File: config.mk
export PLATFORM = sky130hd
export DESIGN_NAME = link_credit_rx
export DESIGN_NICKNAME = d
export VERILOG_FILES = /design/src/rtl/link_pkg.sv /design/src/rtl/link_rx_fifo.sv /design/src/rtl/link_credit_rx.sv
export SDC_FILE = /design/constraint.sdc
export NUM_CORES = 1
export LEC_CHECK = 0
export ABC_AREA = 1
export BUFFER_PORTS_ARGS = -buffer_cell sky130_fd_sc_hd__buf_2
export CORE_ASPECT_RATIO = 0.9
export CORE_MARGIN = 1.5
export CORE_UTILIZATION = 47
export DETAILED_ROUTE_END_ITERATION = 12
export PLACE_DENSITY = 0.7
export SLEW_MARGIN = 20
export SYNTH_ARGS = -nofsm -noshare
export SYNTH_HDL_FRONTEND = slang
export SYNTH_SLANG_ARGS = --single-unit
export TNS_END_PERCENT = 1
File: constraint.sdc
create_clock -name clk -period 2.6 [get_ports clk]
set_clock_uncertainty 0.15 [all_clocks]
set_input_delay 0.26 -clock clk [delete_from_list [all_inputs] [get_ports clk]]
set_output_delay 0.26 -clock clk [all_outputs]
set_load 0.02 [all_outputs]
File: src/rtl/link_pkg.sv
// Shared defaults and state encoding for the router link receive path.
package link_pkg;

  localparam int unsigned LINK_DATA_W = 32;
  localparam int unsigned LINK_DEPTH  = 4;

  typedef enum logic {
    RX_INIT = 1'b0,
    RX_RUN  = 1'b1
  } rx_state_t;

endpackage : link_pkg

File: src/rtl/link_rx_fifo.sv
// Receive FIFO with first-word fall-through head, all outputs registered.
// Ports:
//   clk, rst_n   clock, synchronous active-low reset
//   wr_en_i      write wr_data_i this cycle (caller guarantees a free slot or a same-cycle read)
//   wr_data_i    flit to store
//   rd_en_i      consume head this cycle (caller guarantees rd_valid_o)
//   rd_valid_o   head present
//   rd_data_o    head flit
//   count_o      entries held, 0..DEPTH
module link_rx_fifo
  import link_pkg::*;
#(
  parameter int unsigned DATA_W = LINK_DATA_W,
  parameter int unsigned DEPTH  = LINK_DEPTH
) (
  input  logic                         clk,
  input  logic                         rst_n,
  input  logic                         wr_en_i,
  input  logic [DATA_W-1:0]            wr_data_i,
  input  logic                         rd_en_i,
  output logic                         rd_valid_o,
  output logic [DATA_W-1:0]            rd_data_o,
  output logic [$clog2(DEPTH+1)-1:0]   count_o
);

  localparam int unsigned PTR_W = $clog2(DEPTH);
  localparam int unsigned CNT_W = $clog2(DEPTH + 1);

  logic [DATA_W-1:0] mem_q [DEPTH];
  logic [PTR_W-1:0]  wr_ptr_q, wr_ptr_d;
  logic [PTR_W-1:0]  rd_ptr_q, rd_ptr_d;
  logic [CNT_W-1:0]  count_q, count_d;
  logic              valid_q, valid_d;
  logic [DATA_W-1:0] head_q, head_d;

  // Next pointers, count and registered head.
  always_comb begin
    wr_ptr_d = wr_ptr_q;
    rd_ptr_d = rd_ptr_q;
    count_d  = count_q;
    if (wr_en_i) wr_ptr_d = wr_ptr_q + PTR_W'(1);
    if (rd_en_i) rd_ptr_d = rd_ptr_q + PTR_W'(1);
    case ({wr_en_i, rd_en_i})
      2'b10:   count_d = count_q + CNT_W'(1);
      2'b01:   count_d = count_q - CNT_W'(1);
      default: count_d = count_q;
    endcase
    valid_d = (count_d != '0);
    // The incoming flit becomes the head when it lands in the slot the read pointer moves to.
    head_d  = (wr_en_i && (wr_ptr_q == rd_ptr_d)) ? wr_data_i : mem_q[rd_ptr_d];
  end

  // Control state.
  always_ff @(posedge clk) begin
    if (!rst_n) begin
      wr_ptr_q <= '0;
      rd_ptr_q <= '0;
      count_q  <= '0;
      valid_q  <= 1'b0;
      head_q   <= '0;
    end else begin
      wr_ptr_q <= wr_ptr_d;
      rd_ptr_q <= rd_ptr_d;
      count_q  <= count_d;
      valid_q  <= valid_d;
      head_q   <= head_d;
    end
  end

  // Storage; contents are meaningless until written, so no reset.
  always_ff @(posedge clk) begin
    if (wr_en_i) mem_q[wr_ptr_q] <= wr_data_i;
  end

  assign rd_valid_o = valid_q;
  assign rd_data_o  = head_q;
  assign count_o    = count_q;

endmodule : link_rx_fifo

File: src/rtl/link_credit_rx.sv
// Receive end of a credit-based router link: buffers flits, presents them
// valid/ready to the router, grants DEPTH initial credits after reset and
// returns one credit pulse per consumed flit.
// Ports:
//   clk, rst_n     clock, synchronous active-low reset
//   in_valid       flit on in_data this cycle (link has no backpressure)
//   in_data        incoming flit
//   credit_out     one-cycle pulse per slot returned to the transmitter
//   out_valid      FIFO head valid
//   out_data       FIFO head
//   out_ready      router consumes head when out_valid & out_ready
//   fill_level     entries held
//   overflow_err   sticky: flit arrived with no free slot or during the initial grant
module link_credit_rx
  import link_pkg::*;
#(
  parameter int unsigned DATA_W = LINK_DATA_W,
  parameter int unsigned DEPTH  = LINK_DEPTH
) (
  input  logic                        clk,
  input  logic                        rst_n,
  input  logic                        in_valid,
  input  logic [DATA_W-1:0]           in_data,
  output logic                        credit_out,
  output logic                        out_valid,
  output logic [DATA_W-1:0]           out_data,
  input  logic                        out_ready,
  output logic [$clog2(DEPTH+1)-1:0]  fill_level,
  output logic                        overflow_err
);

  localparam int unsigned CNT_W = $clog2(DEPTH + 1);

  rx_state_t        state_q;
  logic [CNT_W-1:0] init_cnt_q;
  logic             credit_q;
  logic             overflow_q;

  logic             pop;
  logic             push;
  logic             full;
  logic             run;

  assign run  = (state_q == RX_RUN);
  assign full = (fill_level == CNT_W'(DEPTH));
  assign pop  = out_valid & out_ready;
  // A full FIFO still accepts a flit when the head leaves in the same cycle.
  assign push = run & in_valid & (~full | pop);

  // Initial credit grant, credit return and overflow tracking.
  always_ff @(posedge clk) begin
    if (!rst_n) begin
      state_q    <= RX_INIT;
      init_cnt_q <= '0;
      credit_q   <= 1'b0;
      overflow_q <= 1'b0;
    end else begin
      case (state_q)
        RX_INIT: begin
          credit_q   <= 1'b1;
          init_cnt_q <= init_cnt_q + CNT_W'(1);
          if (init_cnt_q == CNT_W'(DEPTH - 1)) state_q <= RX_RUN;
          if (in_valid) overflow_q <= 1'b1;
        end
        RX_RUN: begin
          credit_q <= pop;
          if (in_valid && full && !pop) overflow_q <= 1'b1;
        end
      endcase
    end
  end

  link_rx_fifo #(
    .DATA_W (DATA_W),
    .DEPTH  (DEPTH)
  ) u_fifo (
    .clk        (clk),
    .rst_n      (rst_n),
    .wr_en_i    (push),
    .wr_data_i  (in_data),
    .rd_en_i    (pop),
    .rd_valid_o (out_valid),
    .rd_data_o  (out_data),
    .count_o    (fill_level)
  );

  assign credit_out   = credit_q;
  assign overflow_err = overflow_q;

endmodule : link_credit_rx

==> results.ini <==
[power_and_ir_drop]
ir_drop_uv = 631
pwr_density_cell_nw_per_um2 = 869
p_int_mw = 5.35
power.switching_mw = 2.23
seqPwrFrac_pct = 43.2
clkPwrFrac_pct = 34.2
power_frac_comb_pct = 22.6
swShare_pct = 29.4
leakage_nw = 3.80

[yosys]
synth_top_family_by_area = simple AND/OR/NAND/NOR gates
synth_edf_count = 128
synth.distinct_cells = 26
synth_xor_area_share_pct = 0.122
synth.area.top_cells = edfxtp_1 53%, dfxtp_1 13%, nand2_1 8.9%, nor2_1 5.9%, inv_1 4.3%
synth_top_area_share_pct = 53.4
synth-adder-area-share_pct = 1.32
synth.net_count = 753
syn_avg_cell_area_um2 = 10.1
synth-compound-area-share_pct = 3.65
synthArstFlopShare_pct = 0
synth.most_common_cell = nand2_1
synth_warnings = 0
synth_mux_area_share_pct = 0
netlist_area_um2 = 7200
ys_ff_latch = 174
synth_ff_type = edfxtp_1
synth_area_leader_cell = edfxtp_1
yosys.area_share.simple_pct = 21.7
yosysSeqAreaShare_pct = 66.2
synthCells = 710
ys_top_cells_by_count = 171 x nand2_1, 128 x edfxtp_1, 113 x nor2_1

[status]
status = finished, final reports clean

[setup_path]
endpoint_kind = flip-flop
cp_max_fo = 31
cp_common_cell = nor2_1
arrival_ns = 2.44
worst-path-buf-inv = 2
path_cells = nand3_2, buf_4, nand3_1, nand2_2, nor2_8, nand2_4, clkinv_4, nor2_1, nor2_1
slowest_stage = dfxtp_1
cp.required_ns = 2.80
slowest_delay_ns = 0.40
crit_type = flip-flop to flip-flop
startpoint_type = flip-flop
path_delay_family = simple AND/OR/NAND/NOR gates

[timing]
min_period_ns = 2.23
fmax_mhz = 448
max_slew_margin_pct = 61.8
fin_crit_sh_pct = 85.9
finalMaxSlewViolations = 0
rsz0062_at_grt = no
worstMarginPinSlew_ns = 0.573
setup_slack_ns = 0.367
setup_violations = 0
final_hold_viol_count = 0

[clocking]
clkLatencyLatePin_ns = 0.43
cts_made_buffers = 17
path_clk_slew_ns = 0.06
ctsResizeCount = 0
htreeDepth = 4
clock-sinks = 174
cts_tree = yes
cts_root_buf = clkbuf_16
clock_tree.buffer_depth = 2

[routing]
ant_nets = 0
drt-total-wl_um = 15000
drc = 0
vias = 5031
via_per_inst = 4.89
wl_per_cell_um = 14.6
drtIter0Drc = 293
first_pass_iters = 5

[floorplan]
placementRows = 42
dieWidth_um = 133
io_pins = 74
die_y_um = 120
dieArea_um2 = 16100
core_area_um2 = 14800
start_util_pct = 48.6

[place]
portBuffers = 73
dp_slack_ns = 0.342
dpl.cell_count = 963
globalplace.congestion = 0.768
dp_hpwl_um = 8880

[global_routing]
grt_pass1_vias = 4976
grt-ovfl-total = 0
grt_max_degree = 49
track_usage_pct = 20.0
antenna_found_initial = 0
grt_pass1_wl_um = 24600

[layout]
final_cells = 1028
synthToLayoutAreaGrowth_pct = 21.2
final_net_count = 860
n_antenna_cell = 0
layout-drive-gt1-share_pct = 15.7
multi_input_area_um2 = 1960
nFillCells = 1221
register_area_um2 = 4760

[flow_run]
max_cap_violations = 0

[worst_hold_path]
hold_path_class = input pin to flip-flop

[placed cells by master (no fill, tap or decap)]
cell type / instances
nand3_1: 53
clkinv_4: 1
buf_2: 73
nor2_4: 4
o211ai_1: 17
edfxtp_1: 128
a21oi_1: 5
nand2_2: 5
clkbuf_16: 17
clkinv_2: 3
nand4_1: 3
nor2_8: 1
clkbuf_1: 6
buf_4: 14
ha_1: 6
buf_12: 1
inv_1: 82
o21ai_0: 22
clkbuf_8: 1
xor2_1: 1
nand3_2: 1
bufinv_16: 4
nand2_1: 171
nand2_4: 3
inv_2: 2
dlygate4sd3_1: 33
nand3b_1: 16
fa_1: 1
dfxtp_1: 46
clkinv_1: 1
nor2_1: 109
[path summary, 6_finish.rpt]
check | from | to | slack [ns] | cells after the start
worst min register to register | overflow_err | overflow_err | 0.34 | 2
worst max-delay path | u_fifo.rd_valid_o | u_fifo.rd_data_o[28] | 0.37 | 9
worst min-delay path | out_ready | credit_out | 0.07 | 3
worst max register to register | u_fifo.rd_valid_o | u_fifo.rd_data_o[28] | 0.37 | 9
[worst register-to-register path, cell delays in order (launching register included)]
cell	delay [ns]
dfxtp_1	0.40
nand3_2	0.14
buf_4	0.27
nand3_1	0.14
nand2_2	0.10
nor2_8	0.26
nand2_4	0.29
clkinv_4	0.24
nor2_1	0.06
nor2_1	0.11
[what timing repair did]
item / 4_1_cts / 5_1_grt
hold endpoints to repair: 138 / 0
buffers inserted: 0 / 0
hold buffers: 33 / 0
[area by class of cell]
type	instances	share of cell area [%]
inverter	85	3.72
sequential	174	54.6
clock inverter	8	1.59
timing repair buffer	121	9.41
multi-input combinational	418	22.5
clock buffer	24	5.29
tap	198	2.84
[flip-flops by register name (all words and copies together) (netlist names)]
register / flops
u_fifo.mem_q: 128
u_fifo.wr_ptr_q: 2
credit_out: 1
u_fifo.rd_data_o: 32
u_fifo.count_o: 3
overflow_err: 1
init_cnt_q: 3
u_fifo.rd_ptr_q: 2
run: 1
u_fifo.rd_valid_o: 1
[metal layers]
metal	vias up	GRT usage (%)	wire length, µm
li1	2518	-	-
met1	2353	24.9	6610
met2	144	33.8	7350
met3	16	5.32	837
met4	0	7.07	165
met5	-	0	0
[cells by family (layout without fill, tap and decap cells)]
| logic type | count (synthesis) | in the layout |
|---|---|---|
| buf+inv | 118 | 238 |
| xor+xnor | 1 | 1 |
| flops | 174 | 174 |
| fa+ha+maj | 7 | 7 |
| compound gates | 44 | 44 |
| simple gates | 366 | 366 |
[stage by stage]
stage	instance area [µm²]	util (%)	hold WS, ns	power, mW	TNS (ns)
2_1_floorplan	7200	-	0.209	4.54	-31.73
3_3_place_gp	7790	52.6	0.299	4.94	0
3_5_place_dp	7790	52.6	0.333	5.01	0
4_1_cts	8720	58.8	0.0517	7.63	0
5_1_grt	8720	58.8	0.0790	7.97	0
6_report	8720	58.8	0.0741	7.58	0
[power by group through the flow]
stage / combinational, mW / clock, mW / sequential (mW)
CTS: 1.73 / 2.63 / 3.27
floorplan: 1.04 / 0 / 3.50
detailed placement: 1.68 / 0 / 3.33
finish: 1.71 / 2.59 / 3.27
global placement: 1.62 / 0 / 3.32
global route: 1.94 / 2.75 / 3.29
Power figures use the tool's default switching activity.
